`config.mk`:
```
export PLATFORM = sky130hd
export DESIGN_NAME = frog_anim_gen_flat
export DESIGN_NICKNAME = d
export VERILOG_FILES = /design/src/rtl/frog_pkg.sv /design/src/rtl/frog_anim_gen_if.sv /design/src/rtl/frog_anim_rom.sv /design/src/rtl/frog_anim_gen.sv /design/src/flat_wrapper.sv
export SDC_FILE = /design/constraint.sdc
export NUM_CORES = 1
export LEC_CHECK = 0
export ABC_CLOCK_PERIOD_IN_PS = 3600
export BUFFER_PORTS_ARGS = -buffer_cell sky130_fd_sc_hd__buf_2
export CORE_ASPECT_RATIO = 0.5
export CORE_MARGIN = 10
export CORE_UTILIZATION = 58
export DETAILED_ROUTE_END_ITERATION = 16
export GPL_ROUTABILITY_DRIVEN = 0
export HOLD_SLACK_MARGIN = 0.08
export PLACE_DENSITY = 0.84
export SYNTH_ARGS = -nofsm -noshare
export SYNTH_HDL_FRONTEND = slang
export SYNTH_HIERARCHICAL = 1
export SYNTH_SLANG_ARGS = --single-unit
```
`constraint.sdc`:
```
create_clock -name clk -period 3.6 [get_ports clk]
set_input_delay 0.9 -clock clk [delete_from_list [all_inputs] [get_ports clk]]
set_output_delay 0.9 -clock clk [all_outputs]
set_load 0.005 [all_outputs]
```
`src/rtl/frog_pkg.sv`:
```
// Shared types and constants for the frog sprite animation block.
package frog_pkg;

    localparam logic [5:0] TRANSPARENT = 6'b000000;
    localparam logic [5:0] COLOR_BLACK = 6'b000000;

    typedef enum logic [1:0] {StIdle, StHop, StDeath, StDead} anim_state_t;

    typedef logic [2:0] pose_t;
    localparam pose_t POSE_SIT    = 3'd0;
    localparam pose_t POSE_JUMP   = 3'd1;
    localparam pose_t POSE_SPLAT0 = 3'd2;
    localparam pose_t POSE_SPLAT3 = 3'd5;

    function automatic pose_t pose_of(input anim_state_t st, input logic [1:0] splat);
        pose_t p;
        case (st)
            StIdle:  p = POSE_SIT;
            StHop:   p = POSE_JUMP;
            StDeath: p = POSE_SPLAT0 + pose_t'(splat);
            default: p = POSE_SPLAT3;
        endcase
        return p;
    endfunction

    // Sprite artwork: folded local coordinates XORed with a pose/facing tag.
    // Local (0,0) of every image yields {pose, facing, 1}.
    function automatic logic [5:0] sprite_pixel(input pose_t pose, input logic [1:0] facing,
                                                input logic [2:0] x3, input logic [2:0] y3);
        return {pose, facing, 1'b1} ^ {x3, y3};
    endfunction

endpackage

```
`src/rtl/frog_anim_gen_if.sv`:
```
// Raster, position, command and pixel-output signals of the frog animation generator.
interface frog_anim_gen_if;
    logic [9:0] colPos;
    logic [9:0] rowPos;
    logic [9:0] frog_x;
    logic [9:0] frog_y;
    logic [1:0] facing;
    logic       frame_tick;
    logic       hop_start;
    logic       die;
    logic       revive;
    logic [5:0] color;
    logic       opaque;
    logic       hop_busy;
    logic       dead;

    modport master (
        output colPos, rowPos, frog_x, frog_y, facing, frame_tick, hop_start, die, revive,
        input  color, opaque, hop_busy, dead
    );

    modport slave (
        input  colPos, rowPos, frog_x, frog_y, facing, frame_tick, hop_start, die, revive,
        output color, opaque, hop_busy, dead
    );
endinterface

```
`src/rtl/frog_anim_rom.sv`:
```
// Registered-output sprite ROM: 6 poses x 4 facings of 2^SPRITE_LOG2 square images.
module frog_anim_rom
    import frog_pkg::*;
#(
    parameter int unsigned SPRITE_LOG2 = 5
) (
    input  logic                       clk,
    input  logic [4+2*SPRITE_LOG2:0]   addr,
    output logic [5:0]                 data
);

    pose_t                  pose;
    logic [1:0]             facing;
    logic [SPRITE_LOG2-1:0] lx;
    logic [SPRITE_LOG2-1:0] ly;
    logic [2:0]             x3;
    logic [2:0]             y3;

    assign pose   = addr[4+2*SPRITE_LOG2 -: 3];
    assign facing = addr[2*SPRITE_LOG2+1 -: 2];
    assign ly     = addr[2*SPRITE_LOG2-1 -: SPRITE_LOG2];
    assign lx     = addr[SPRITE_LOG2-1:0];

    assign x3 = 3'(lx) ^ 3'(lx >> 3);
    assign y3 = 3'(ly) ^ 3'(ly >> 3);

    always_ff @(posedge clk) begin
        data <= sprite_pixel(pose, facing, x3, y3);
    end

endmodule

```
`src/rtl/frog_anim_gen.sv`:
```
// Frog sprite generator: hop/death animation FSM plus a 2-cycle raster pixel pipeline.
module frog_anim_gen
    import frog_pkg::*;
#(
    parameter int unsigned SPRITE_LOG2 = 5,
    parameter int unsigned SCALE_SHIFT = 0,
    parameter int unsigned HOP_TICKS   = 8,
    parameter int unsigned DEATH_TICKS = 6
) (
    input  logic            clk,
    input  logic            rst_n,
    frog_anim_gen_if.slave  bus
);

    localparam int unsigned MAX_TICKS = (HOP_TICKS > DEATH_TICKS) ? HOP_TICKS : DEATH_TICKS;
    localparam int unsigned CNT_W     = $clog2(MAX_TICKS + 1);
    localparam int unsigned SIZE      = 1 << (SPRITE_LOG2 + SCALE_SHIFT);
    localparam int unsigned AW        = 5 + 2 * SPRITE_LOG2;

    anim_state_t state_q, state_d;
    logic [CNT_W-1:0] cnt_q, cnt_d;
    logic [1:0]       splat_q, splat_d;
    pose_t            pose_d;

    pose_t      pose_frame_q;
    logic [1:0] facing_sh_q;
    logic [9:0] x_sh_q;
    logic [9:0] y_sh_q;
    logic       hop_busy_q;
    logic       dead_q;

    always_comb begin
        state_d = state_q;
        cnt_d   = cnt_q;
        splat_d = splat_q;
        if (bus.revive) begin
            state_d = StIdle;
            cnt_d   = '0;
            splat_d = '0;
        end else begin
            unique case (state_q)
                StIdle: begin
                    if (bus.die) begin
                        state_d = StDeath;
                        cnt_d   = '0;
                        splat_d = '0;
                    end else if (bus.hop_start) begin
                        state_d = StHop;
                        cnt_d   = '0;
                    end
                end
                StHop: begin
                    if (bus.die) begin
                        state_d = StDeath;
                        cnt_d   = '0;
                        splat_d = '0;
                    end else if (bus.frame_tick) begin
                        if (cnt_q == CNT_W'(HOP_TICKS - 1)) begin
                            state_d = StIdle;
                            cnt_d   = '0;
                        end else begin
                            cnt_d = cnt_q + CNT_W'(1);
                        end
                    end
                end
                StDeath: begin
                    if (bus.frame_tick) begin
                        if (cnt_q == CNT_W'(DEATH_TICKS - 1)) begin
                            cnt_d = '0;
                            if (splat_q == 2'd3) begin
                                state_d = StDead;
                            end else begin
                                splat_d = splat_q + 2'd1;
                            end
                        end else begin
                            cnt_d = cnt_q + CNT_W'(1);
                        end
                    end
                end
                StDead: ;
                default: state_d = StIdle;
            endcase
        end
    end

    assign pose_d = pose_of(state_d, splat_d);

    // Pose, facing and position seen by the pixel path only move on frame_tick.
    always_ff @(posedge clk) begin
        if (!rst_n) begin
            state_q      <= StIdle;
            cnt_q        <= '0;
            splat_q      <= '0;
            hop_busy_q   <= 1'b0;
            dead_q       <= 1'b0;
            pose_frame_q <= POSE_SIT;
            facing_sh_q  <= '0;
            x_sh_q       <= '0;
            y_sh_q       <= '0;
        end else begin
            state_q    <= state_d;
            cnt_q      <= cnt_d;
            splat_q    <= splat_d;
            hop_busy_q <= (state_d == StHop);
            dead_q     <= (state_d == StDead);
            if (bus.frame_tick) begin
                pose_frame_q <= pose_d;
                facing_sh_q  <= bus.facing;
                x_sh_q       <= bus.frog_x;
                y_sh_q       <= bus.frog_y;
            end
        end
    end

    // 11-bit compares so a sprite near column/row 1023 never wraps to 0.
    logic                   in_x, in_y, in_frog;
    logic [9:0]             dx, dy;
    logic [SPRITE_LOG2-1:0] lx, ly;
    logic [AW-1:0]          rom_addr;
    logic [5:0]             rom_data;

    assign in_x = ({1'b0, bus.colPos} >= {1'b0, x_sh_q}) &&
                  ({1'b0, bus.colPos} < ({1'b0, x_sh_q} + 11'(SIZE)));
    assign in_y = ({1'b0, bus.rowPos} >= {1'b0, y_sh_q}) &&
                  ({1'b0, bus.rowPos} < ({1'b0, y_sh_q} + 11'(SIZE)));
    assign in_frog = in_x && in_y;

    assign dx       = bus.colPos - x_sh_q;
    assign dy       = bus.rowPos - y_sh_q;
    assign lx       = SPRITE_LOG2'(dx >> SCALE_SHIFT);
    assign ly       = SPRITE_LOG2'(dy >> SCALE_SHIFT);
    assign rom_addr = {pose_frame_q, facing_sh_q, ly, lx};

    frog_anim_rom #(
        .SPRITE_LOG2 (SPRITE_LOG2)
    ) u_rom (
        .clk  (clk),
        .addr (rom_addr),
        .data (rom_data)
    );

    logic       in_frog_q;
    logic [5:0] color_q;
    logic       opaque_q;

    always_ff @(posedge clk) begin
        if (!rst_n) begin
            in_frog_q <= 1'b0;
            color_q   <= COLOR_BLACK;
            opaque_q  <= 1'b0;
        end else begin
            in_frog_q <= in_frog;
            if (in_frog_q && (rom_data != TRANSPARENT)) begin
                color_q  <= rom_data;
                opaque_q <= 1'b1;
            end else begin
                color_q  <= COLOR_BLACK;
                opaque_q <= 1'b0;
            end
        end
    end

    assign bus.color    = color_q;
    assign bus.opaque   = opaque_q;
    assign bus.hop_busy = hop_busy_q;
    assign bus.dead     = dead_q;

endmodule

```
`src/flat_wrapper.sv`:
```
// flat-port wrapper written by rule: the top's interface ports become plain ports
module frog_anim_gen_flat import frog_pkg::*;
#(
    parameter int unsigned SPRITE_LOG2 = 5,
    parameter int unsigned SCALE_SHIFT = 0,
    parameter int unsigned HOP_TICKS   = 8,
    parameter int unsigned DEATH_TICKS = 6
)
  (clk, rst_n, bus_colPos, bus_rowPos, bus_frog_x, bus_frog_y, bus_facing, bus_frame_tick, bus_hop_start, bus_die, bus_revive, bus_color, bus_opaque, bus_hop_busy, bus_dead);
  frog_anim_gen_if bus_i ();
  input  logic clk;
  input  logic rst_n;
  input wire logic [$bits(bus_i.colPos)-1:0] bus_colPos;
  input wire logic [$bits(bus_i.rowPos)-1:0] bus_rowPos;
  input wire logic [$bits(bus_i.frog_x)-1:0] bus_frog_x;
  input wire logic [$bits(bus_i.frog_y)-1:0] bus_frog_y;
  input wire logic [$bits(bus_i.facing)-1:0] bus_facing;
  input wire logic [$bits(bus_i.frame_tick)-1:0] bus_frame_tick;
  input wire logic [$bits(bus_i.hop_start)-1:0] bus_hop_start;
  input wire logic [$bits(bus_i.die)-1:0] bus_die;
  input wire logic [$bits(bus_i.revive)-1:0] bus_revive;
  output wire logic [$bits(bus_i.color)-1:0] bus_color;
  output wire logic [$bits(bus_i.opaque)-1:0] bus_opaque;
  output wire logic [$bits(bus_i.hop_busy)-1:0] bus_hop_busy;
  output wire logic [$bits(bus_i.dead)-1:0] bus_dead;
  assign bus_i.colPos = bus_colPos;
  assign bus_i.rowPos = bus_rowPos;
  assign bus_i.frog_x = bus_frog_x;
  assign bus_i.frog_y = bus_frog_y;
  assign bus_i.facing = bus_facing;
  assign bus_i.frame_tick = bus_frame_tick;
  assign bus_i.hop_start = bus_hop_start;
  assign bus_i.die = bus_die;
  assign bus_i.revive = bus_revive;
  assign bus_color = bus_i.color;
  assign bus_opaque = bus_i.opaque;
  assign bus_hop_busy = bus_i.hop_busy;
  assign bus_dead = bus_i.dead;
  frog_anim_gen #(.SPRITE_LOG2(SPRITE_LOG2), .SCALE_SHIFT(SCALE_SHIFT), .HOP_TICKS(HOP_TICKS), .DEATH_TICKS(DEATH_TICKS)) u_core (.clk(clk), .rst_n(rst_n), .bus(bus_i));
endmodule
```
==> results.txt <==
Final TNS setup - 0 ns
fin crit share - 0.685
Peak VDD IR - 0.213 mV
MaxCap Viol Count - 0
Hold Path End - u_core/u_rom/data[2]$_DFF_P_
Post-synth EDFFs - 0
multiplexer share of the synthesized area - 0.0699
largest family of logic cells by synthesized area - simple AND/OR/NAND/NOR gates
Synth Area in XOR/XNOR - 0.0588
ys async rst share - 0
ys flop type - dfxtp_1
TritonRoute pass-1 iters - 4
FF-to-FF path depth - 8
DP Area - 3480 sq um
Mapped Area - 3150 sq um
CP required - 3.81 ns
via-per-instance ratio - 5.45
Final Critical Period - 2.47 ns
Hold-fix buffers, CTS - 0
cells after synthesis - 337
Clock transition at path regs - 0.09 ns
vias - 2,528
row count - 18
Netlist cell types - 57
Adder-Cell Fraction of Synth Area - 0.168
post-CTS sizing - 0
slowest CP cell - fa_1
relative slew slack - 0.624
Final Hold Fails - 0
Die Span X - 124 microns
CP Max Fanout - 2
reg2reg setup slack - 1.48 ns
total track usage - 0.156
H-Tree Depth - 2
DRC Markers - 0
sequential share of the synthesized area - 0.311
remaining antenna violation count - 0
reg-to-reg endpoint - u_core/in_frog_q$_SDFF_PN0_
R2R Path Start - u_core/x_sh_q[5]$_SDFFE_PN0P_
Core Area - 5090 sq um
GRT overflow - 0
Clock Root Buffer - clkbuf_8
initial antenna violation count - 0
Arrival @ worst endpoint - 2.68 ns
fin area - 3570 sq um
TritonCTS clock tree - done
Inserted Clock Buffers - 5
Post-Route Utilization - 0.701
CP startpoint kind - input port
Synth top cells by count - dfxtp_1 (49), inv_1 (41), ha_1 (39), nor2b_1 (30), mux2i_1 (22)
die area - 8960 sq um
Synth Area in Compound Gates - 0.155
FF+latch count, synth - 49
initial DRC count - 130
max-slew violation count - 0
fmax - 405 MHz
DRT Wirelength - 7.22 mm
P_leak - 0.00163 uW
worst min path class - reg2reg
Pwr Total - 1240 uW
syn_area_per_cell - 9.35 sq um
top-count cell post-synth - dfxtp_1
Post-Synth Simple-Gate Area - 0.173
latest clock arrival within the worst-skew pair - 0.30 ns
CTS Buffer Depth - 2
ranking of synthesized cells by area - dfxtp_1 (31%), ha_1 (15%), mux2i_1 (7.0%)
hold path depth - 1
Setup violations, final - 0
pin count of the biggest net entering global routing - 39
total clock sinks - 49
worst slew pin tran - 0.565 ns
Crit Path Category - in2reg
warnings from Yosys - 6
clock skew - 0.00529 ns
final net count - 483
Port Buf Inserts - 56
power per cell area - 348 nW/um^2
area share of the largest cell type after synthesis - 0.311
WL/cell - 15.6 microns
Die Span Y - 72.1 microns
outcome - complete, no violations
vias in the first global route - 2,556
Critical Path Max Stage Delay - 0.41 ns
hold_sp - u_core/facing_sh_q[1]$_SDFFE_PN0P_
postcts setup bufs - 0
starting density of the core - 0.619
area grow syn2layout - 13.2%
Filler Cell Count - 396
post-DP HPWL - 5.61 mm
first-pass GRT wire length - 11.9 mm
RSZ-0062 raised after global routing - false
share of post-route cells with drive strength above 1 - 0.190
Crit. End Element - flip-flop
critical path, cell by cell - buf_2, inv_1, ha_1, fa_1, nand2b_1, a21oi_2, o2111ai_1, a211o_1, a2111oi_2
syn nets - 426
post-synth top area cell - dfxtp_1
IO Pins - 57
antenna cells - 0
-- logic make-up after synthesis --
kind of cell    count (synthesis)
buf+inv                        48
compound gates                 67
simple gates                   94
flops                          49
mux                            22
xor+xnor                       16
fa+ha+maj                      41
-- power breakdown --
part | total [uW] | switching, uW | internal, uW
sequential | 612 | 29.1 | 583
clock | 337 | 185 | 152
combinational | 290 | 142 | 148
-- cells in the final DEF, fill, tap and decap left out, drive strengths merged, types with 3 or more instances in the layout --
cell type  netlist  final
buf              4     57
dfxtp           49     49
inv             41     41
ha              39     39
nor2b           32     32
mux2i           22     22
a21oi           15     15
nand2           14     14
nor2            12     12
o21ai           12     12
xnor2            9      9
nand2b           8      8
nand3            7      7
a31oi            7      7
clkbuf           3      6
and3             6      6
o21a             5      5
xor2             4      4
o2111ai          4      4
or4              3      3
nand3b           3      3
xor3             3      3
a211oi           3      3
-- state kept, by name (all words and copies together), names as in the netlist --
signal	cells
u_core/bus.color	6
u_core/bus.dead	1
u_core/bus.hop_busy	1
u_core/bus.opaque	1
u_core/cnt_q	4
u_core/facing_sh_q	2
u_core/in_frog_q	1
u_core/pose_frame_q	3
u_core/splat_q	2
u_core/state_q	2
u_core/u_rom/data	6
u_core/x_sh_q	10
u_core/y_sh_q	10
-- metal layers --
metal  GRT usage  share of wire  up-vias  wire length, microns
met1       0.174           0.45     1162                  3280
met5           0              0        -                     0
met2       0.285           0.49       64                  3510
li1            -              -     1289                     -
met3      0.0442          0.045       13                   324
met4      0.0501          0.014        0                   101
-- area by class of cell --
class                           instances  area [sq um]  area share
Inverter                               41           154      0.0432
Sequential cell                        49           981       0.275
Clock buffer                            6          82.6      0.0232
Clock inverter                          1          7.51     0.00211
Timing Repair Buffer                   57           288      0.0807
Multi-Input combinational cell        240          1970       0.551
Tap cell                               70          87.6      0.0246
-- metrics by stage --
stage / hold slack (ns) / worst slack [ns] / std cells
after global placement: 0.449 / 0.883 / 457
after floorplan: 0.427 / 1.04 / 337
after CTS: 0.473 / 1.15 / 464
after global routing: 0.500 / 1.02 / 464
final: 0.480 / 1.13 / 464
after detailed placement: 0.456 / 0.840 / 457
-- worst max-delay path, delay by kind of cell --
kind,cells,cell delay (ns)
buffers and inverters,2,0.11
AOI/OAI and AO/OA,4,0.86
adders and majority gates,2,0.62
and+or+nand+nor,1,0.18
-- worst max-delay path by stage --
stage             startpoint                     endpoint  slack [ns]  cells past startpoint
6_report       bus_colPos[0]  u_core/in_frog_q$_SDFF_PN0_        1.13                      9
3_3_place_gp   bus_colPos[0]  u_core/in_frog_q$_SDFF_PN0_        0.88                      9
4_1_cts        bus_colPos[0]  u_core/in_frog_q$_SDFF_PN0_        1.15                      9
5_1_grt        bus_colPos[0]  u_core/in_frog_q$_SDFF_PN0_        1.02                      9
2_1_floorplan  bus_colPos[0]  u_core/in_frog_q$_SDFF_PN0_        1.04                      8
3_5_place_dp   bus_colPos[0]  u_core/in_frog_q$_SDFF_PN0_        0.84                      9
Note: power is estimated with default switching activity, not from simulation.
